<file path="src/rtl/calc_io_pkg.sv">
// Shared constants for the calculator IO path: button bit order as seen by
// the IO block, default conditioning timings and a counter-width helper.
// Optional build feature: BTN_AUTO_REPEAT_EN (auto-repeat while held).
package calc_io_pkg;

  // Button bit positions, matching the IO block's button input port
  localparam int BTN_EQ  = 0;
  localparam int BTN_MUL = 1;
  localparam int BTN_SUB = 2;
  localparam int BTN_ADD = 3;

  localparam int N_BTN_DEFAULT           = 4;
  localparam int DEBOUNCE_CYCLES_DEFAULT = 20;
  localparam int REPEAT_CYCLES_DEFAULT   = 500;

  // Bits needed to hold values 0..max_count (never less than one bit)
  function automatic int cnt_width(input int max_count);
    return (max_count < 1) ? 1 : $clog2(max_count + 1);
  endfunction

endpackage

</file>
<file path="src/rtl/btn_debounce_bit.sv">
// One button: two-flop synchroniser, counter debouncer, rising-edge pulse
// and sticky press flag cleared by ack. With BTN_AUTO_REPEAT_EN defined, a
// held button re-pulses every REPEAT_CYCLES cycles after the initial press.
module btn_debounce_bit
  import calc_io_pkg::*;
#(
  parameter int DEBOUNCE_CYCLES = DEBOUNCE_CYCLES_DEFAULT
`ifdef BTN_AUTO_REPEAT_EN
  , parameter int REPEAT_CYCLES = REPEAT_CYCLES_DEFAULT
`endif
) (
  input  logic clk,
  input  logic reset,
  input  logic raw,
  input  logic ack,
  output logic level,
  output logic pulse,
  output logic press
);

  localparam int CW = cnt_width(DEBOUNCE_CYCLES);
  localparam logic [CW-1:0] CNT_LAST = CW'(DEBOUNCE_CYCLES - 1);

  logic          s1;
  logic          s2;
  logic          stable;
  logic [CW-1:0] cnt;
  logic          level_d;
  logic          rise;
  logic          fire;

  // Two-flop synchroniser for the asynchronous raw level
  always_ff @(posedge clk) begin
    if (reset) begin
      s1 <= 1'b0;
      s2 <= 1'b0;
    end else begin
      s1 <= raw;
      s2 <= s1;
    end
  end

  // Accept a new level only after it has held for DEBOUNCE_CYCLES cycles;
  // any return to the stable value restarts the count
  always_ff @(posedge clk) begin
    if (reset) begin
      stable <= 1'b0;
      cnt    <= '0;
    end else if (s2 == stable) begin
      cnt <= '0;
    end else if (cnt == CNT_LAST) begin
      stable <= s2;
      cnt    <= '0;
    end else begin
      cnt <= cnt + 1'b1;
    end
  end

  // Registered debounced level plus its one-cycle-delayed copy for edge detect
  always_ff @(posedge clk) begin
    if (reset) begin
      level   <= 1'b0;
      level_d <= 1'b0;
    end else begin
      level   <= stable;
      level_d <= level;
    end
  end

  assign rise = level & ~level_d;

`ifdef BTN_AUTO_REPEAT_EN
  localparam int RW = cnt_width(REPEAT_CYCLES - 1);
  localparam logic [RW-1:0] REP_LAST = RW'(REPEAT_CYCLES - 1);

  logic [RW-1:0] rep_cnt;
  logic          rep_hit;

  assign rep_hit = level & (rep_cnt == REP_LAST);

  // Cycles since the last pulse while held; cleared on release or re-pulse
  always_ff @(posedge clk) begin
    if (reset || !level) begin
      rep_cnt <= '0;
    end else if (rise || rep_hit) begin
      rep_cnt <= '0;
    end else begin
      rep_cnt <= rep_cnt + 1'b1;
    end
  end

  assign fire = rise | rep_hit;
`else
  assign fire = rise;
`endif

  // One-cycle pulse and sticky flag; a pulse visible in the ack cycle wins
  always_ff @(posedge clk) begin
    if (reset) begin
      pulse <= 1'b0;
      press <= 1'b0;
    end else begin
      pulse <= fire;
      press <= fire | pulse | (press & ~ack);
    end
  end

endmodule

</file>
<file path="src/rtl/btn_conditioner.sv">
// Conditions the raw push-buttons (add, sub, multiply, =) for the IO block:
// one independent btn_debounce_bit per button, all on the CPU clock.
// Optional build feature: BTN_AUTO_REPEAT_EN (auto-repeat while held).
module btn_conditioner
  import calc_io_pkg::*;
#(
  parameter int N_BTN           = N_BTN_DEFAULT,
  parameter int DEBOUNCE_CYCLES = DEBOUNCE_CYCLES_DEFAULT,
  parameter int REPEAT_CYCLES   = REPEAT_CYCLES_DEFAULT
) (
  input  logic             clk,
  input  logic             reset,
  input  logic [N_BTN-1:0] btn_raw,
  input  logic [N_BTN-1:0] ack,
  output logic [N_BTN-1:0] btn_level,
  output logic [N_BTN-1:0] btn_pulse,
  output logic [N_BTN-1:0] btn_press
);

  for (genvar i = 0; i < N_BTN; i++) begin : g_btn
    btn_debounce_bit #(
      .DEBOUNCE_CYCLES(DEBOUNCE_CYCLES)
`ifdef BTN_AUTO_REPEAT_EN
      , .REPEAT_CYCLES(REPEAT_CYCLES)
`endif
    ) u_bit (
      .clk  (clk),
      .reset(reset),
      .raw  (btn_raw[i]),
      .ack  (ack[i]),
      .level(btn_level[i]),
      .pulse(btn_pulse[i]),
      .press(btn_press[i])
    );
  end

endmodule

</file>
<file path="config.mk">
export PLATFORM = sky130hd
export DESIGN_NAME = btn_conditioner
export DESIGN_NICKNAME = d
export VERILOG_FILES = /design/src/rtl/calc_io_pkg.sv /design/src/rtl/btn_debounce_bit.sv /design/src/rtl/btn_conditioner.sv
export SDC_FILE = /design/constraint.sdc
export NUM_CORES = 1
export LEC_CHECK = 0
export BUFFER_PORTS_ARGS = -buffer_cell sky130_fd_sc_hd__buf_2
export CORE_MARGIN = 1
export CORE_UTILIZATION = 30
export CTS_CLUSTER_DIAMETER = 40
export CTS_CLUSTER_SIZE = 25
export DETAILED_ROUTE_END_ITERATION = 12
export SLEW_MARGIN = 30
export SYNTH_ARGS = -nofsm -noshare
export SYNTH_HDL_FRONTEND = slang
export SYNTH_SLANG_ARGS = --single-unit
</file>
<file path="constraint.sdc">
create_clock -name clk -period 1.85 [get_ports clk]
set_clock_uncertainty 0.2 [all_clocks]
set_input_delay 0.37 -clock clk [delete_from_list [all_inputs] [get_ports clk]]
set_output_delay 0.37 -clock clk [all_outputs]
set_load 0.02 [all_outputs]
</file>
==> results.md <==
Global route:
- The first-pass GRT wire length is between 4 and 5 mm.
- The global-route congestion overflow total is 0.
- Entering global routing, the biggest net connects 31 pins.
- The via count of the first global-routing pass was around 1100.
- The total track usage is under 10%.
- The number of antenna violations at the first check in global routing is 0.

Routing:
- The highest metal layer with signal wires is met4.
- The count of nets left with antenna violations after detail routing is 0.
- Before antenna repair, the detailed router went through 4 iterations.
- The routed wire length on met3 is just over 70 microns.
- In the routed layout, each cell is associated on average with a via count of 4.11.
- The number of remaining DRC errors is 0.
- The detail-routed net length per standard cell is between 9 and 10 microns.
- In this run, the number of DRC markers left after iteration 0 of detailed routing was between 60 and 70.
- The detailed router put a total of between 1 and 1.5 mm of wire on met1.
- For this block, the via count after detailed routing is between 1000 and 1500.
- The detailed-routed wire length on met2 is 1.14 mm.
- The wire length after detailed routing is about 2.6 mm.

Power:
- The relative contribution of sequential cells to total power is about three fifths.
- The internal power is between 1 and 1.5 mW.
- Of the total power, the share spent switching nets is 21.2%.
- Of the total power, the clock network draws between 30% and 40%.
- Summed over all nets, the switching power comes to around 0.37 mW.
- The worst supply voltage drop on vdd is about 350 uV.
- In this run, the combinational gates consume 2.4% of the power.
- Power spread over the standard cell area amounts to roughly 850 nW/um^2.
- The leakage dissipation is between 0.8 and 0.9 nW.

Finish:
- The area growth from synthesis to layout is 11.0%.
- The most common library cell in the layout ignoring fill and taps is sky130_fd_sc_hd__dfxtp_1.
- Leaving out fill and tap cells, the most frequent cells in the layout are sky130_fd_sc_hd__dfxtp_1 (48), sky130_fd_sc_hd__nor2_1 (24), sky130_fd_sc_hd__buf_2 (21).
- 0 antenna diodes ended up in the layout.
- The fraction of layout instances using a drive strength above 1 is a little under a fifth.
- At the end of the flow, the number of nets in the layout was between 200 and 250.

Clock tree:
- The number of hold buffers added after CTS is 0.
- The worst-case clock buffer depth is 2.
- The clock reaches the later pin of the worst-skew pair after 0.30 ns.
- The CTS sink count is between 40 and 50.
- The level count of the clock H-tree is 2.
- The setup fix buffers added after clock tree synthesis is 0.
- The clock transition at the register clock pins on the worst setup and hold paths after CTS is around 0.09 ns.
- The TritonCTS clock tree is built.
- The root buffer cell is sky130_fd_sc_hd__clkbuf_8.
- The number of buffers created by CTS is 5.
- The number of instances resized during post-cts repair is 0.

Die:
- For this configuration, the core starts out at a cell density of between 30% and 40%.
- The die covers between 6000 and 7000 sq um.
- The core footprint is 5920 sq um.
- The y dimension of the die is 80.4 microns.
- In this run the core area contains 28 standard-cell rows.
- The count of boundary I/O pins is 22.
- The die span in x is 80.4 microns.

Yosys:
- The cell type with the highest aggregate area in the netlist is sky130_fd_sc_hd__dfxtp_1.
- The share of the synthesized area in the top cell type is 52.1%.
- The count of yosys warnings during synthesis is 0.
- The average instance area after synthesis is a little over 10 sq um.
- The synthesized area is between 1500 and 2000 sq um.
- After synthesis, the cell types taking the most area are sky130_fd_sc_hd__dfxtp_1 (52%), sky130_fd_sc_hd__nor2b_1 (6.1%), sky130_fd_sc_hd__buf_4 (4.9%).
- Synthesis produced a netlist whose cell count is approximately 180.
- The share of the Yosys chip area taken by registers is between 50% and 60%.
- The number of nets in the synthesized netlist is 197.
- After synthesis, the netlist uses 25 different library cells.
- The number of flip-flops and latches in the synthesized netlist is 48.

Timing:
- Hold timing on the final database bottoms out at a slack of roughly 0.081 ns.
- The minimum clock period after layout is about 1.6 ns.
- The final hold violation count is 0.
- The setup total negative slack is 0 ns.
- The highest clock rate is between 0.6 and 0.7 GHz.
- The worst max-slew margin expressed relative to the limit is 65.3%.
- The total setup violations reported at the end of the flow is 0.
- Setup repair after global routing left no endpoint under its margin.
- The count of final max-slew check failures is 0.
- The final critical-path share of the clock period is roughly 86%.
- The slew at the pin closest to its max-slew limit is between 0.5 and 0.6 ns.

Min path:
- The classification of the worst-slack hold path is in -> reg.

Critical path:
- The largest fanout on the critical path is 4.
- The critical path is of the reg -> reg type.
- The worst setup path is captured at a flip-flop.
- STA classifies the critical path startpoint as a flip-flop.
- The arrival time of data at the critical path endpoint is around 1.6 ns.
- The data required time at the worst endpoint is between 1.5 and 2 ns.

Placement:
- The count of buffers from port buffering is 21.
- At the end of routability-driven placement, the weighted congestion stood at about 0.71.
- The HPWL after detailed placement is 1.80 mm.

Job:
- Across the run, the number of max-cap violations was 0.

Status:
- The run finished with clean final reports.
## state kept, by name, indices dropped and copies added, names as in the netlist
register and cells:
g_btn.u_bit.s1 4, g_btn.u_bit.level 4, g_btn.u_bit.stable 4, g_btn.u_bit.s2 4
g_btn.u_bit.cnt 20, g_btn.u_bit.level_d 4, g_btn.u_bit.press 4, g_btn.u_bit.pulse 4
## path summary, 6_finish.rpt
check | start | slack (ns) | cells past startpoint | end
worst max-delay path | g_btn[3].u_bit.cnt[0] | 0.26 | 4 | g_btn[3].u_bit.cnt[2]
worst min-delay path | btn_raw[0] | 0.08 | 2 | g_btn[0].u_bit.s1
worst max register to register | g_btn[3].u_bit.cnt[0] | 0.26 | 4 | g_btn[3].u_bit.cnt[2]
worst min register to register | g_btn[2].u_bit.s1 | 0.24 | 1 | g_btn[2].u_bit.s2
## cell families (layout without fill, tap and decap cells)
logic type      count (synthesis)  count (layout)  synth area share (%)
buf+inv                        31              46                  8.75
compound gates                 12              12                  4.34
simple gates                   72              72                  24.2
xor+xnor                       12              12                  5.70
flops                          48              48                  52.1
mux                             4               4                  2.17
fa+ha+maj                       4               4                  2.71
## layer usage
| layer | vias to the layer above | global-route usage, % |
|---|---|---|
| li1 | 615 | - |
| met5 | - | 0 |
| met2 | 11 | 15.0 |
| met4 | 0 | 4.29 |
| met3 | 5 | 3.07 |
| met1 | 491 | 10.2 |
## stage by stage
stage | std cells | cell area [sq um] | setup WS (ns) | power (mW) | util, %
after floorplan | 183 | 1840 | 0.354 | 1.10 | -
after global placement | 265 | 1950 | 0.296 | 1.11 | 32.9
final | 273 | 2050 | 0.260 | 1.73 | 34.6
after detailed placement | 265 | 1950 | 0.286 | 1.11 | 32.9
after CTS | 273 | 2050 | 0.264 | 1.76 | 34.6
after global routing | 273 | 2050 | 0.134 | 1.82 | 34.6
## critical path, stage by stage, from the launching register on
cell and delay [ns]:
sky130_fd_sc_hd__dfxtp_1 0.33, sky130_fd_sc_hd__ha_1 0.24, sky130_fd_sc_hd__and4bb_1 0.24, sky130_fd_sc_hd__or3b_4 0.40, sky130_fd_sc_hd__nor2_1 0.11
## power by group through the flow
stage	Combinational (mW)	Sequential, mW	Clock (mW)
floorplan	0.0261	1.07	0
global route	0.0471	1.05	0.721
detailed placement	0.0419	1.07	0
global placement	0.0418	1.07	0
CTS	0.0421	1.05	0.673
finish	0.0411	1.05	0.644
## final cells by class
type	count	area (sq um)
inverters	16	60.1
multi-input cells	104	722
repair buffers	22	113
clock inverters	2	15.0
fillers	576	3870
clock buffers	6	82.6
well taps	75	93.8
flip-flops and latches	48	961
## Yosys cell counts (all sizes together)
cell / instances
nand3: 4
nor4bb: 1
nand2b: 3
and2: 4
o21ai: 4
ha: 4
mux2i: 4
xnor2: 5
or2: 1
nor2: 24
and4bb: 3
inv: 16
nand3b: 4
clkbuf: 3
buf: 12
nand4b: 4
or3: 1
or3b: 3
a221oi: 4
nor2b: 18
dfxtp: 48
xor2: 7
and2b: 2
a31oi: 4
No activity file was read; power rests on OpenSTA's default activity.
